--- config.mk ---
export PLATFORM = sky130hd
export DESIGN_NAME = mem_handle_arb
export DESIGN_NICKNAME = d
export VERILOG_FILES = /design/src/rtl/mem_handle_arb.sv
export SDC_FILE = /design/constraint.sdc
export NUM_CORES = 1
export LEC_CHECK = 0
export CAP_MARGIN = 25
export CORE_AREA = 2 2 212 214
export DETAILED_ROUTE_END_ITERATION = 16
export DIE_AREA = 0 0 214 216
export PLACE_DENSITY = 0.7
export SYNTH_ARGS = -nofsm -noshare
export SYNTH_HDL_FRONTEND = slang
export SYNTH_SLANG_ARGS = --single-unit
export TNS_END_PERCENT = 5
--- constraint.sdc ---
create_clock -name clock -period 3.9 [get_ports clock]
set_input_delay 0.585 -clock clock [delete_from_list [all_inputs] [get_ports clock]]
set_output_delay 0.585 -clock clock [all_outputs]
set_load 0.02 [all_outputs]
--- src/rtl/mem_handle_arb.sv ---
// Round-robin arbiter sharing one memory port among NUM_CH region-walking client handles.
// Optional macro MEM_HANDLE_WRAP_EN: reload ptr at region end (ch_done pulses) instead of parking with ch_done held.
module mem_handle_arb #(
  parameter int ADDR_W = 23,
  parameter int DATA_W = 32,
  parameter int NUM_CH = 4
) (
  input  logic                     clock,
  input  logic                     reset_n,
  input  logic [NUM_CH-1:0]        ch_start,
  input  logic [NUM_CH*ADDR_W-1:0] ch_region_begin,
  input  logic [NUM_CH*ADDR_W-1:0] ch_region_end,
  input  logic [NUM_CH-1:0]        ch_w_en,
  input  logic [NUM_CH-1:0]        ch_r_en,
  input  logic [NUM_CH*DATA_W-1:0] ch_wdata,
  output logic [NUM_CH*ADDR_W-1:0] ch_ptr,
  output logic [DATA_W-1:0]        ch_rdata,
  output logic [NUM_CH-1:0]        ch_avail,
  output logic [NUM_CH-1:0]        ch_done,
  output logic                     mem_req,
  output logic                     mem_we,
  output logic [ADDR_W-1:0]        mem_addr,
  output logic [DATA_W-1:0]        mem_wdata,
  input  logic                     mem_ack,
  input  logic [DATA_W-1:0]        mem_rdata
);

  localparam int IDX_W = (NUM_CH > 1) ? $clog2(NUM_CH) : 1;

  typedef enum logic [0:0] {
    ST_IDLE = 1'b0,
    ST_BUSY = 1'b1
  } state_e;

  state_e            state_q, state_d;
  logic [IDX_W-1:0]  grant_q, grant_d;
  logic [IDX_W-1:0]  rr_q, rr_d;
  logic [ADDR_W-1:0] begin_q [NUM_CH];
  logic [ADDR_W-1:0] begin_d [NUM_CH];
  logic [ADDR_W-1:0] end_q   [NUM_CH];
  logic [ADDR_W-1:0] end_d   [NUM_CH];
  logic [ADDR_W-1:0] ptr_q   [NUM_CH];
  logic [ADDR_W-1:0] ptr_d   [NUM_CH];
  logic [NUM_CH-1:0] active_q, active_d;
  logic [NUM_CH-1:0] done_q, done_d;
  logic [NUM_CH-1:0] done_pulse_q, done_pulse_d;
  logic [NUM_CH-1:0] avail_q, avail_d;
  logic              stale_q, stale_d;
  logic              mem_req_q, mem_req_d;
  logic              mem_we_q, mem_we_d;
  logic [ADDR_W-1:0] mem_addr_q, mem_addr_d;
  logic [DATA_W-1:0] mem_wdata_q, mem_wdata_d;
  logic [DATA_W-1:0] rdata_q, rdata_d;
  logic [NUM_CH-1:0] pend_s;
  logic              found_s;
  logic [IDX_W-1:0]  pick_s;

  function automatic logic [IDX_W-1:0] rr_index(input logic [IDX_W-1:0] base, input int offs);
    int sum;
    sum = int'(base) + offs;
    return IDX_W'((sum >= NUM_CH) ? (sum - NUM_CH) : sum);
  endfunction

  // Next-state logic: channel bookkeeping, round-robin pick and the IDLE/BUSY request FSM
  always_comb begin
    state_d      = state_q;
    grant_d      = grant_q;
    rr_d         = rr_q;
    active_d     = active_q;
    done_d       = done_q;
    done_pulse_d = {NUM_CH{1'b0}};
    avail_d      = {NUM_CH{1'b0}};
    stale_d      = stale_q;
    mem_req_d    = mem_req_q;
    mem_we_d     = mem_we_q;
    mem_addr_d   = mem_addr_q;
    mem_wdata_d  = mem_wdata_q;
    rdata_d      = rdata_q;
    pend_s       = {NUM_CH{1'b0}};
    found_s      = 1'b0;
    pick_s       = {IDX_W{1'b0}};

    // ch_start lands before arbitration so a same-cycle grant already sees the new region
    for (int c = 0; c < NUM_CH; c++) begin
      begin_d[c] = begin_q[c];
      end_d[c]   = end_q[c];
      ptr_d[c]   = ptr_q[c];
      if (ch_start[c]) begin
        begin_d[c]  = ch_region_begin[c*ADDR_W +: ADDR_W];
        end_d[c]    = ch_region_end[c*ADDR_W +: ADDR_W];
        ptr_d[c]    = ch_region_begin[c*ADDR_W +: ADDR_W];
        active_d[c] = 1'b1;
        done_d[c]   = (ch_region_begin[c*ADDR_W +: ADDR_W] > ch_region_end[c*ADDR_W +: ADDR_W]);
      end else begin
        active_d[c] = active_q[c];
      end
      pend_s[c] = active_d[c] & ~done_d[c] & (ch_w_en[c] | ch_r_en[c]);
    end

    for (int i = 0; i < NUM_CH; i++) begin
      if (!found_s && pend_s[rr_index(rr_q, i)]) begin
        found_s = 1'b1;
        pick_s  = rr_index(rr_q, i);
      end else begin
        found_s = found_s;
      end
    end

    case (state_q)
      ST_IDLE: begin
        if (found_s) begin
          state_d     = ST_BUSY;
          grant_d     = pick_s;
          rr_d        = (pick_s == IDX_W'(NUM_CH - 1)) ? {IDX_W{1'b0}} : (pick_s + 1'b1);
          mem_req_d   = 1'b1;
          mem_we_d    = ch_w_en[pick_s];
          mem_addr_d  = ptr_d[pick_s];
          mem_wdata_d = ch_wdata[int'(pick_s)*DATA_W +: DATA_W];
          stale_d     = 1'b0;
        end else begin
          state_d = ST_IDLE;
        end
      end
      ST_BUSY: begin
        if (mem_ack) begin
          state_d          = ST_IDLE;
          mem_req_d        = 1'b0;
          mem_we_d         = 1'b0;
          avail_d[grant_q] = 1'b1;
          stale_d          = 1'b0;
          if (!mem_we_q) begin
            rdata_d = mem_rdata;
          end else begin
            rdata_d = rdata_q;
          end
          // a restart of this channel while in flight voids this access's ptr/done update
          if (!stale_q && !ch_start[grant_q]) begin
            if (ptr_q[grant_q] == end_q[grant_q]) begin
`ifdef MEM_HANDLE_WRAP_EN
              ptr_d[grant_q]        = begin_q[grant_q];
              done_pulse_d[grant_q] = 1'b1;
`else
              done_d[grant_q]       = 1'b1;
`endif
            end else begin
              ptr_d[grant_q] = ptr_q[grant_q] + 1'b1;
            end
          end else begin
            stale_d = 1'b0;
          end
        end else begin
          stale_d = stale_q | ch_start[grant_q];
        end
      end
      default: begin
        state_d   = ST_IDLE;
        mem_req_d = 1'b0;
      end
    endcase
  end

  // State registers; reset clears every output-facing flop immediately
  always_ff @(posedge clock or negedge reset_n) begin
    if (!reset_n) begin
      state_q      <= ST_IDLE;
      grant_q      <= {IDX_W{1'b0}};
      rr_q         <= {IDX_W{1'b0}};
      active_q     <= {NUM_CH{1'b0}};
      done_q       <= {NUM_CH{1'b0}};
      done_pulse_q <= {NUM_CH{1'b0}};
      avail_q      <= {NUM_CH{1'b0}};
      stale_q      <= 1'b0;
      mem_req_q    <= 1'b0;
      mem_we_q     <= 1'b0;
      mem_addr_q   <= {ADDR_W{1'b0}};
      mem_wdata_q  <= {DATA_W{1'b0}};
      rdata_q      <= {DATA_W{1'b0}};
      for (int c = 0; c < NUM_CH; c++) begin
        begin_q[c] <= {ADDR_W{1'b0}};
        end_q[c]   <= {ADDR_W{1'b0}};
        ptr_q[c]   <= {ADDR_W{1'b0}};
      end
    end else begin
      state_q      <= state_d;
      grant_q      <= grant_d;
      rr_q         <= rr_d;
      active_q     <= active_d;
      done_q       <= done_d;
      done_pulse_q <= done_pulse_d;
      avail_q      <= avail_d;
      stale_q      <= stale_d;
      mem_req_q    <= mem_req_d;
      mem_we_q     <= mem_we_d;
      mem_addr_q   <= mem_addr_d;
      mem_wdata_q  <= mem_wdata_d;
      rdata_q      <= rdata_d;
      for (int c = 0; c < NUM_CH; c++) begin
        begin_q[c] <= begin_d[c];
        end_q[c]   <= end_d[c];
        ptr_q[c]   <= ptr_d[c];
      end
    end
  end

  for (genvar g = 0; g < NUM_CH; g++) begin : g_ptr_out
    assign ch_ptr[g*ADDR_W +: ADDR_W] = ptr_q[g];
  end

  assign ch_rdata  = rdata_q;
  assign ch_avail  = avail_q;
  assign ch_done   = done_q | done_pulse_q;
  assign mem_req   = mem_req_q;
  assign mem_we    = mem_we_q;
  assign mem_addr  = mem_addr_q;
  assign mem_wdata = mem_wdata_q;

endmodule

Word level (Yosys, flattened, before mapping)
Index checks and enable logic that the tools add are counted.
- bits of input ports: 359
- logic and storage cells: 160
- output and inout port bits: 189
- flip-flop bits (word level): 291
- muxes and demuxes: 72
- bitwise logic cells: 22
- shift operators: 1
- add/subtract/negate cells: 9
- equal/unequal tests: 4
- $lt $le $gt $ge: 18
- reductions and logical operators: 14
- operators by type and width (kind ; number):
    $mux W92 ; 4
    $mux W23 ; 11
    $bmux W23 S2 ; 3
    $shiftx A128 B8 Y32 ; 1
    $bwmux W92 ; 1
    $gt A23 B23 Y1 ; 4
    $demux W23 S2 ; 1
    $mux W1 ; 26
    $mux W4 ; 6
    $add A23 B1 Y23 const B ; 1
    $eq A23 B23 Y1 ; 1
    $lt A2 B3 Y1 const B ; 6
    $mux W2 ; 9
    $ge A3 B3 Y1 const B ; 5
    $bmux W1 S2 ; 6
    $and A1 B1 Y1 ; 8
    $pmux W1 S2 ; 4
    $sub A2 B1 Y2 const B ; 4
    $add A2 B2 Y3 const B ; 2
    $logic_and A1 B1 Y1 ; 6
    $not A1 Y1 ; 6
    $not A2 Y3 ; 2
    $logic_not A1 Y1 ; 5
    $or A1 B1 Y1 ; 5
    other kinds (11) ; 13

Depth between registers and ports, before layout
Gate-level depths: netlist of the first run.
- word-level depth: 21
- mapped depth: 13
- depth with buffers taken out: 11

Least setup slack after synthesis of the first run
Ideal clock, no wire load.
- kind: input to register
- from: input port ch_region_end[87]
- to: register mem_wdata_q[0] (netlist: mem_wdata[0])
- library setup time: 142 ps
- arrival time: 3137 ps
- data required time: 3758 ps
- setup slack: 622 ps
- buffers on the path: 2
- stages on the path: 13
- cell sequence: inv_1 ha_1 a21oi_1 o21ai_0 a221o_1 a211o_1 or2_1 nor2b_1 a21o_1 buf_2 nor2_2 clkbuf_1 a211oi_1
- cells in the longest elaborated chain, start to end: 18
- elaborated cells between the ends (all ways): 29
- those cells by class: 1 x order compare; 1 x shift; 17 x mux; 3 x bitwise; 7 x reduce/logical
- ends and longest elaborated chain (what ; line ; source):
    start, declared ; 12 ; input logic [NUM_CH*ADDR_W-1:0] ch_region_end,
    $gt A23 B23 Y1 * ; 93 ; done_d[c] = (ch_region_begin[c*ADDR_W +: ADDR_W] > ch_region_end[c*ADDR_W +: ADDR_W]);
    $mux W1 * ; 88 ; if (ch_start[c]) begin
    $not A1 Y1 * ; 97 ; pend_s[c] = active_d[c] & ~done_d[c] & (ch_w_en[c] | ch_r_en[c]);
    $and A1 B1 Y1 * (2 in a row) ; 97 ;
    $bmux W1 S2 ; 101 ; if (!found_s && pend_s[rr_index(rr_q, i)]) begin
    $mux W1 (not written as such) ; 101 ;
    $mux W1 ; 101 ;
    $logic_not A1 Y1 ; 101 ;
    $logic_and A1 B1 Y1 ; 101 ;
    $mux W1 ; 101 ;
    $logic_not A1 Y1 ; 101 ;
    $logic_and A1 B1 Y1 ; 101 ;
    $mux W1 ; 101 ;
    $logic_not A1 Y1 ; 101 ;
    $logic_and A1 B1 Y1 ; 101 ;
    $mux W2 / $mux W1 (equally long branches) ; 101 ;
    $shiftx A128 B8 Y32 / $reduce_and A2 Y1 (equally long branches) ; -- ;
    end signal, assigned ; 176 ; mem_wdata_q <= {DATA_W{1'b0}};
    end signal, assigned ; 195 ; mem_wdata_q <= mem_wdata_d;
    end, declared ; 52 ; logic [DATA_W-1:0] mem_wdata_q, mem_wdata_d;
Mark *: on every way between the ends. The rest lies on a longest branch, timed or not. The select of a mux whose other input is x is not followed.
A chain may end at the register's enable or synchronous reset.

Final worst setup path of the first run
- from: input port ch_region_end[83]
- to: register mem_wdata_q[3] (netlist: mem_wdata[3])
The elaborated chain is that of the path after synthesis.

==> impl_metrics.json, run 1 <==
{
  "status": "finished clean",
  "layout_setup_ws_ps": 45.5,
  "die_x_um": 214,
  "ant_nets": 0,
  "clkLatencyLatePin_ps": 550,
  "grt_pass1_wl_um": 111000,
  "hpwlAfterDp_um": 58300,
  "synth_nets": 1959,
  "period_needed_ps": 3850,
  "cts.sinks": 291,
  "cts_made_buffers": 36,
  "r2r_cells": 10,
  "yosys_warnings": 0,
  "routed_wl_um": 75200,
  "routedWlPerCell_um": 27.1,
  "totalNegativeSetupSlack_ps": 0,
  "rsz0062_at_grt": "true",
  "p_per_area_nw_per_um2": 623,
  "dr.max_layer_used": "met5",
  "die_area_um2": 46200,
  "synth.distinct_cells": 62,
  "wl_met2_um": 36600,
  "crit_required_ps": 4300,
  "final_net_count": 2609,
  "syn_avg_cell_area_um2": 11.6,
  "path_cells": "clkdlybuf4s50_1 -> inv_1 -> ha_1 -> and4_1 -> nand4b_1 -> o21a_1 -> a211o_1 -> or2_1 -> nor2b_1 -> buf_4 -> nor2_4 -> buf_12 -> buf_4 -> mux2i_1 -> a211oi_1",
  "vias_per_cell": 5.71,
  "slowest_stage": "clkdlybuf4s50_1",
  "clockRootBuffer": "clkbuf_16",
  "grt_max_degree": 95,
  "finalSetupViolations": 0,
  "tightest_slew_ps": 918,
  "synth-edff-count": 0,
  "drive_above_1_share_pct": 20.0,
  "area_growth_pct": 49.4,
  "row_count": 77,
  "cts_tree": "yes",
  "cp_max_fo": 47,
  "drc": 0,
  "ys_seq_area_share_pct": 41.5,
  "m1WireLength_um": 28900,
  "grt_pass1_vias": 17100,
  "synthCells": 1507,
  "cp-start-kind": "primary input",
  "crit_path_max_incr_delay_ps": 520,
  "clock_skew_ps": 15.8,
  "nFillCells": 3720,
  "htree_levels": 2,
  "coreArea_um2": 43800,
  "dr.pass1.iters": 5,
  "endpoint_kind": "flip-flop",
  "timing_worst_setup_path_type": "in2reg",
  "ios": 548,
  "cpMostUsedCell": "buf_4",
  "die-height_um": 216,
  "synth_ff_type": "dfrtp_1",
  "cts_buffer_depth": 3,
  "p_leak_nw": 11.6,
  "maxCapViolations": 0,
  "arrival_ps": 4260,
  "ir_drop_v": 0.000529,
  "min_path_type": "in2async",
  "hold_viol": 0,
  "relSlewSlack_pct": 38.8,
  "multiInputGateArea_um2": 9600,
  "postPlaceCellArea_um2": 24900,
  "layout.cell_area.non_filler_um2": 26200,
  "num_vias": 15900,
  "drtIter0Drc": 1295,
  "async_flop_share_pct": 100,
  "fin_util_pct": 59.8,
  "initial_core_util_pct": 40.0,
  "path_clk_slew_ps": 60,
  "routabilityCongestion": 0.935,
  "dp_slack_ps": -758,
  "antenna_found_initial": 4,
  "ys_ff_latch": 291,
  "synthesis.area_um2": 17500,
  "route.met3.wl_um": 5940,
  "fmax_mhz": 259,
  "io_buffers": 547,
  "min_period_over_period_pct": 98.8,
  "regArea_um2": 7290,
  "globalRouteTotalUtil_pct": 32.0,
  "overflow": 0,
  "slew_viol_final": 0
}
==> Yosys cell counts, drive strengths merged, types with 4 or more instances <==
cell type	number	area [µm²]
dfrtp	291	7280
mux2i	231	2310
mux2	132	1490
inv	98	368
ha	93	1160
nor2	66	258
clkbuf	60	225
a2111oi	54	473
mux4	47	1060
a21oi	46	230
nand2	41	154
a211oi	38	285
buf	36	223
a21boi	33	248
and3	28	175
a221o	25	250
nand4	25	156
xor2	25	219
o21ai	23	115
xnor2	20	175
nand3	14	70.1
nor3	8	45.0
nor4	8	56.3
nand3b	6	45.0
nor2b	6	37.5
or2	6	37.5
and4	4	35.0
nand2b	4	25.0
==> power by group <==
| part | total (mW) | switching [mW] | leakage (nW) | internal (mW) |
|---|---|---|---|---|
| logic | 8.35 | 4.46 | 7.60 | 3.89 |
| clock network | 3.39 | 1.39 | 0.595 | 2.01 |
| registers | 4.58 | 0.723 | 3.39 | 3.85 |
==> final timing paths <==
kind	start	end	slack, ps
setup / recovery	ch_region_end[83]	mem_wdata[3]$_DFFE_PN0P_	50
hold / removal	reset_n	ch_ptr[0]$_DFF_PN0_	20
setup reg to reg	grant_q[0]$_DFFE_PN0P_	ch_ptr[87]$_DFF_PN0_	220
hold reg to reg	active_q[1]$_DFF_PN0_	active_q[1]$_DFF_PN0_	460
max in group asynchronous	reset_n	end_q[86]$_DFFE_PN0P_	2900
min in group clock	ch_start[3]	active_q[3]$_DFF_PN0_	330
==> per-stage QoR <==
stage          total power, mW  instances  hold WS (ps)
2_1_floorplan             8.73       1507           289
3_3_place_gp              12.7       2710           442
3_5_place_dp              12.8       2710           448
4_1_cts                   16.3       2774          33.2
5_1_grt                   17.0       2777          56.9
6_report                  16.3       2777          20.7
==> critical path: cells and delay by family <==
kind            cells  cell delay, ps
mux                 1             290
compound gates      3             670
fa+ha+maj           1             340
simple gates        5            1120
buf+inv             5            1220
==> sequential cells by signal (all words and copies together) (netlist names) <==
register   count
done_q         4
mem_we         1
mem_wdata     32
rr_q           2
ch_rdata      32
ch_avail       4
mem_addr      23
ch_ptr        92
grant_q        2
stale_q        1
state_q        1
end_q         92
mem_req        1
active_q       4
==> per-layer routing <==
layer,up-vias,global-route usage (%)
met5,-,0
met4,4,15.3
met3,176,6.65
met2,811,54.7
met1,7909,38.7
li1,6958,-
==> cell type report <==
type,instances,area share (%)
diodes,2,0.0191
flip-flops and latches,291,27.8
well taps,592,2.83
inverters,98,1.40
repair buffers,708,26.7
clock buffers,50,4.14
clock inverters,14,0.396
multi-input cells,1022,36.7
==> cells by family after synthesis <==
kind of cell             Yosys count  share of synthesized area [%]
AO/OA/AOI/OAI                    252                           10.7
XOR/XNOR                          45                           2.25
adder cells (fa/ha/maj)           93                           6.64
buffers and inverters            194                           4.65
flip-flops                       291                           41.5
multiplexers                     410                           27.7
AND/OR/NAND/NOR                  222                           6.50
==> timing repair <==
item	in CTS	in global routing
hold buffers	0	0
endpoints found under the setup margin	51	58
gates resized for setup	7	32
buffers inserted	0	1
pin swaps	0	2
==> layout by cell type, fill, tap and decap left out, drive strengths merged, types with 50 or more instances in the layout <==
master and instances:
a2111oi 54, clkdlybuf4s50 542, dfrtp 291, clkbuf 50, mux2i 231, inv 98, buf 166, mux2 132
ha 93, nor2 66
(Power assumes the default switching activity.)
==> run 2, diff against run 1 <==
==> constraint.sdc (replaced) <==
create_clock -name clock -period 3.9 [get_ports clock]
set_input_delay 0.585 -clock clock [delete_from_list [all_inputs] [get_ports clock]]
set_output_delay 0.585 -clock clock [all_outputs]
set_load 0.05 [all_outputs]
==> results of run 2 <==
Same layout as run 1 (identical final DEF). Status: finished clean.
Among the figures that moved: total power 16.3 mW -> 18.0 mW; worst IR drop on VDD 0.000529 V -> 0.000645 V
==> run 3, diff against run 2 <==
--- a/config.mk
+++ b/config.mk
@@ -9,6 +9,7 @@
 export CORE_AREA = 2 2 212 214
 export DETAILED_ROUTE_END_ITERATION = 16
 export DIE_AREA = 0 0 214 216
+export HOLD_SLACK_MARGIN = 0.05
 export PLACE_DENSITY = 0.7
 export SYNTH_ARGS = -nofsm -noshare
 export SYNTH_HDL_FRONTEND = slang
==> run 3 against run 2 <==
Global-route usage is the same. Highest routed layer unchanged. Sequential share of layout area about the same. Maximum frequency shrank 0.30%. Non-clock buffer count rose by 1. Largest power group unchanged. Sequential cell count is the same.
==> impl_metrics.json, run 3 (synthesis gave the netlist of run 1 again) <==
{
  "status": "finished clean",
  "vias_per_cell": 5.72,
  "dp_slack_ps": -758,
  "final_net_count": 2610,
  "io_buffers": 547,
  "tightest_slew_ps": 944,
  "period_needed_ps": 3870,
  "drtIter0Drc": 1225,
  "hpwlAfterDp_um": 58300,
  "grt.met2_usage_pct": 54.7,
  "timing_worst_setup_path_type": "in2reg",
  "grt_max_degree": 95,
  "ir_drop_v": 0.000644,
  "nFillCells": 3719,
  "routedWlPerCell_um": 27.1,
  "num_vias": 15900,
  "grt_pass1_vias": 17100,
  "hold_viol": 0,
  "slowest_stage": "clkdlybuf4s50_1",
  "arrival_ps": 4270,
  "use_met3_pct": 6.65,
  "holdWs_ps": 329,
  "die-height_um": 216,
  "area_growth_pct": 49.5,
  "clkLatencyLatePin_ps": 550,
  "globalRouteTotalUtil_pct": 32.0,
  "rsz0062_at_grt": "true",
  "dr.pass1.iters": 5,
  "grt_pass1_wl_um": 111000,
  "overflow": 0,
  "maxCapViolations": 0,
  "clock_skew_ps": 13.8,
  "postPlaceCellArea_um2": 24900,
  "min_path_type": "in2reg",
  "cpMostUsedCell": "buf_4",
  "finalSetupViolations": 0,
  "drive_above_1_share_pct": 20.0,
  "endpoint_kind": "flip-flop",
  "cp_max_fo": 47,
  "coreArea_um2": 43800,
  "htree_levels": 2,
  "clockRootBuffer": "clkbuf_16",
  "slew_viol_final": 0,
  "path_delay_family": "buffers and inverters",
  "drc": 0,
  "cts_tree": "yes",
  "path_cells": "clkdlybuf4s50_1 -> inv_1 -> ha_1 -> and4_1 -> nand4b_1 -> o21a_1 -> a211o_1 -> or2_1 -> nor2b_1 -> buf_4 -> nor2_4 -> buf_12 -> buf_4 -> mux2i_1 -> a211oi_1",
  "layout_setup_ws_ps": 33.8,
  "most-common-layout-cells": "clkdlybuf4s50_1 (542), dfrtp_1 (289), mux2i_1 (230)",
  "totalNegativeSetupSlack_ps": 0,
  "busiest_layer": "met2",
  "layout_commonest_cell": "clkdlybuf4s50_1",
  "crit_buf_inv": 5,
  "cts_buffer_depth": 3,
  "ios": 548,
  "cp-start-kind": "primary input",
  "row_count": 77,
  "initial_core_util_pct": 40.0,
  "routed_wl_um": 75300,
  "p_leak_nw": 11.6,
  "crit_path_max_incr_delay_ps": 520,
  "die_x_um": 214,
  "die_area_um2": 46200,
  "routabilityCongestion": 0.935,
  "fmax_mhz": 259,
  "antenna_found_initial": 4,
  "min_period_over_period_pct": 99.1,
  "ant_nets": 0,
  "cts_made_buffers": 36,
  "path_clk_slew_ps": 60,
  "cts.sinks": 291,
  "use_met1_pct": 38.7,
  "fin_util_pct": 59.8,
  "relSlewSlack_pct": 37.1,
  "p_per_area_nw_per_um2": 686,
  "layout.cell_area.non_filler_um2": 26200,
  "crit_required_ps": 4310
}
## run 3: area by class of cell
class	instances	area, µm²	area share, %
multi-input cells	1022	9600	36.7
diodes	2	5.00	0.0191
flip-flops and latches	291	7290	27.8
repair buffers	709	7010	26.8
clock inverters	14	104	0.396
inverters	98	368	1.40
clock buffers	50	1080	4.14
well taps	592	741	2.83
## run 3: layer usage
metal  wire length, µm  part of all wire, %  vias up
met4              3640                  4.8        4
met3              5850                  7.8      172
met2             36800                   49      810
li1                  -                    -     6965
met5                29                0.039        -
met1             29000                   39     7930
## run 3: final timing paths
path                                              from                        to  slack [ps]  depth (start not counted)
worst max-delay path                 ch_region_end[83]  mem_wdata[3]$_DFFE_PN0P_          30                         15
worst min-delay path                       ch_start[3]     active_q[3]$_DFF_PN0_         330                          2
worst max register to register  grant_q[0]$_DFFE_PN0P_      ch_ptr[87]$_DFF_PN0_         240                         10
worst min register to register   active_q[2]$_DFF_PN0_     active_q[2]$_DFF_PN0_         460                          1
max in group asynchronous                      reset_n     end_q[86]$_DFFE_PN0P_        2300                          3
min in group asynchronous                      reset_n       ch_ptr[0]$_DFF_PN0_         590                          2
## run 3: metrics by stage
stage | power (mW) | std cells
final | 18.0 | 2778
after global routing | 18.6 | 2778
after CTS | 17.9 | 2775
after detailed placement | 14.5 | 2710
after global placement | 14.4 | 2710
after floorplan | 10.3 | 1507
## run 3: timing repair
action,CTS,global route
hold buffers,1,0
pin swaps,0,2
gates resized for setup,7,32
setup buffers,0,1
endpoints found under the hold margin,17,0
setup endpoints to repair,51,58
## run 3: where the power goes
group / internal, mW / total (mW) / switching [mW]
Clock: 2.01 / 3.40 / 1.40
Combinational: 3.88 / 9.99 / 6.11
Sequential: 3.85 / 4.58 / 0.725
Total: 9.74 / 18.0 / 8.23
==> variant (flow settings as in run 3) <==
Change the parameter `NUM_CH` from 4 to 2.
--- a/src/rtl/mem_handle_arb.sv
+++ b/src/rtl/mem_handle_arb.sv
@@ -3,7 +3,7 @@
 module mem_handle_arb #(
   parameter int ADDR_W = 23,
   parameter int DATA_W = 32,
-  parameter int NUM_CH = 4
+  parameter int NUM_CH = 2
 ) (
   input  logic                     clock,
   input  logic                     reset_n,
Ports: changed (9 resized); port bits go from 548 to 336. No check against the original RTL was run, so the function may have changed too.
==> variant against run 3 <==
- sequential cell count decreased by 100
- routed wire length decreased by 47%
- setup slack better by 0.41 ns
- cell area shrank 42%
- clock power is 45% lower
- clock skew down 0.0017 ns
- synthesized area shrank 41%
- largest power group unchanged
- total power shrank 42%
==> variant: results (changes against run 3) <==
critical path peak fanout: 24 (was 47)
share of cells above drive strength 1: 0.138 (was 0.200)
vias per cell: 4.76 (was 5.72)
worst setup slack after layout: 0.439 ns (was 0.0338 ns)
clock skew: 0.0121 ns (was 0.0138 ns)
first-pass GRT wire length: 59300 um (was 111000 um)
hpwl dp: 31300 um (was 58300 um)
Worst-Margin Slew: 0.987 ns (was 0.944 ns)
H-tree depth: 4 (was 2)
Nets: 1509 (was 2610)
RePlAce Congestion: 0.888 (was 0.935)
Leakage: 6.48 nW (was 11.6 nW)
insertion delay to the later sink of the worst-skew pair: 0.49 ns (was 0.55 ns)
largest net degree at the start of global routing: 91 (was 95)
R2R Setup Slk: 0.57 ns (was 0.24 ns)
vias in the first global route: 9297 (was 17079)
Synth Area in XOR/XNOR: 0.0590 (was 0.0225)
Critical Path Source: ch_region_end[10] (was ch_region_end[83])
initial antenna violation count: 2 (was 4)
worst endpoint data arrival time: 3.79 ns (was 4.27 ns)
leading post-synthesis cells by cell area: dfrtp_1 46%, mux2_2 10%, mux2i_1 9.3% (was dfrtp_1 42%, mux2i_1 13%, mux2_2 8.4%)
Reg2Reg Depth: 7 (was 10)
status: completed (unchanged)
GRT Total Usage: 0.173 (was 0.320)
Synth cell types: 54 (was 62)
list of most frequent post-synthesis cells: 191 x dfrtp_1, 97 x mux2i_1, 93 x mux2_2 (was 291 x dfrtp_1, 231 x mux2i_1, 131 x mux2_2)
complex-gate fraction of the synthesized area: 0.117 (was 0.107)
==> variant: where the power goes <==
group	switching [mW]	leakage [nW]	internal [mW]	total, mW
Sequential	0.546	2.27	2.58	3.12
Combinational	3.44	3.92	1.99	5.43
Clock	0.896	0.281	0.961	1.86
Total	4.88	6.48	5.53	10.4
==> variant: layout make-up <==
type / count / area (um2)
timing repair buffer: 370 / 3700
fill: 4355 / 28600
clock buffer: 17 / 425
inverter: 49 / 184
clock inverter: 15 / 170
sequential: 191 / 4780
tap: 592 / 741
multi-input combinational: 636 / 5220
antenna: 2 / 5.00
==> variant: per-stage QoR <==
step	total power, mW	std cells	hold WS [ns]	instance area (um2)	util
after floorplan	6.42	927	0.289	10400	-
after global placement	8.49	1837	0.443	14600	0.333
after detailed placement	8.58	1837	0.452	14600	0.333
after CTS	10.5	1869	0.187	15200	0.347
after global routing	10.9	1872	0.213	15200	0.347
final	10.4	1872	0.166	15200	0.347
==> variant: layer usage <==
| layer | share of wire | vias to the layer above | wire, um | global-route usage |
|---|---|---|---|---|
| met5 | 0 | - | 0 | 0 |
| met4 | 0.034 | 0 | 1360 | 0.0737 |
| met3 | 0.070 | 70 | 2800 | 0.0503 |
| met2 | 0.48 | 337 | 19200 | 0.285 |
| met1 | 0.41 | 4463 | 16500 | 0.210 |
| li1 | - | 4046 | - | - |
==> variant: worst min-delay path by stage <==
stage and end:
4_1_cts end_q[9], 6_report end_q[9], 2_1_floorplan active_q[0], 3_5_place_dp active_q[1], 5_1_grt end_q[33], 3_3_place_gp active_q[1]
==> variant: worst max-delay path, stage by stage <==
cell and delay, ns:
clkdlybuf4s50_1 0.49, inv_1 0.05, ha_1 0.31, nand4_1 0.19, or4_1 0.63, or3_1 0.37, a31o_1 0.28, o31a_2 0.40
buf_12 0.18, a22oi_1 0.20, o21ai_0 0.11
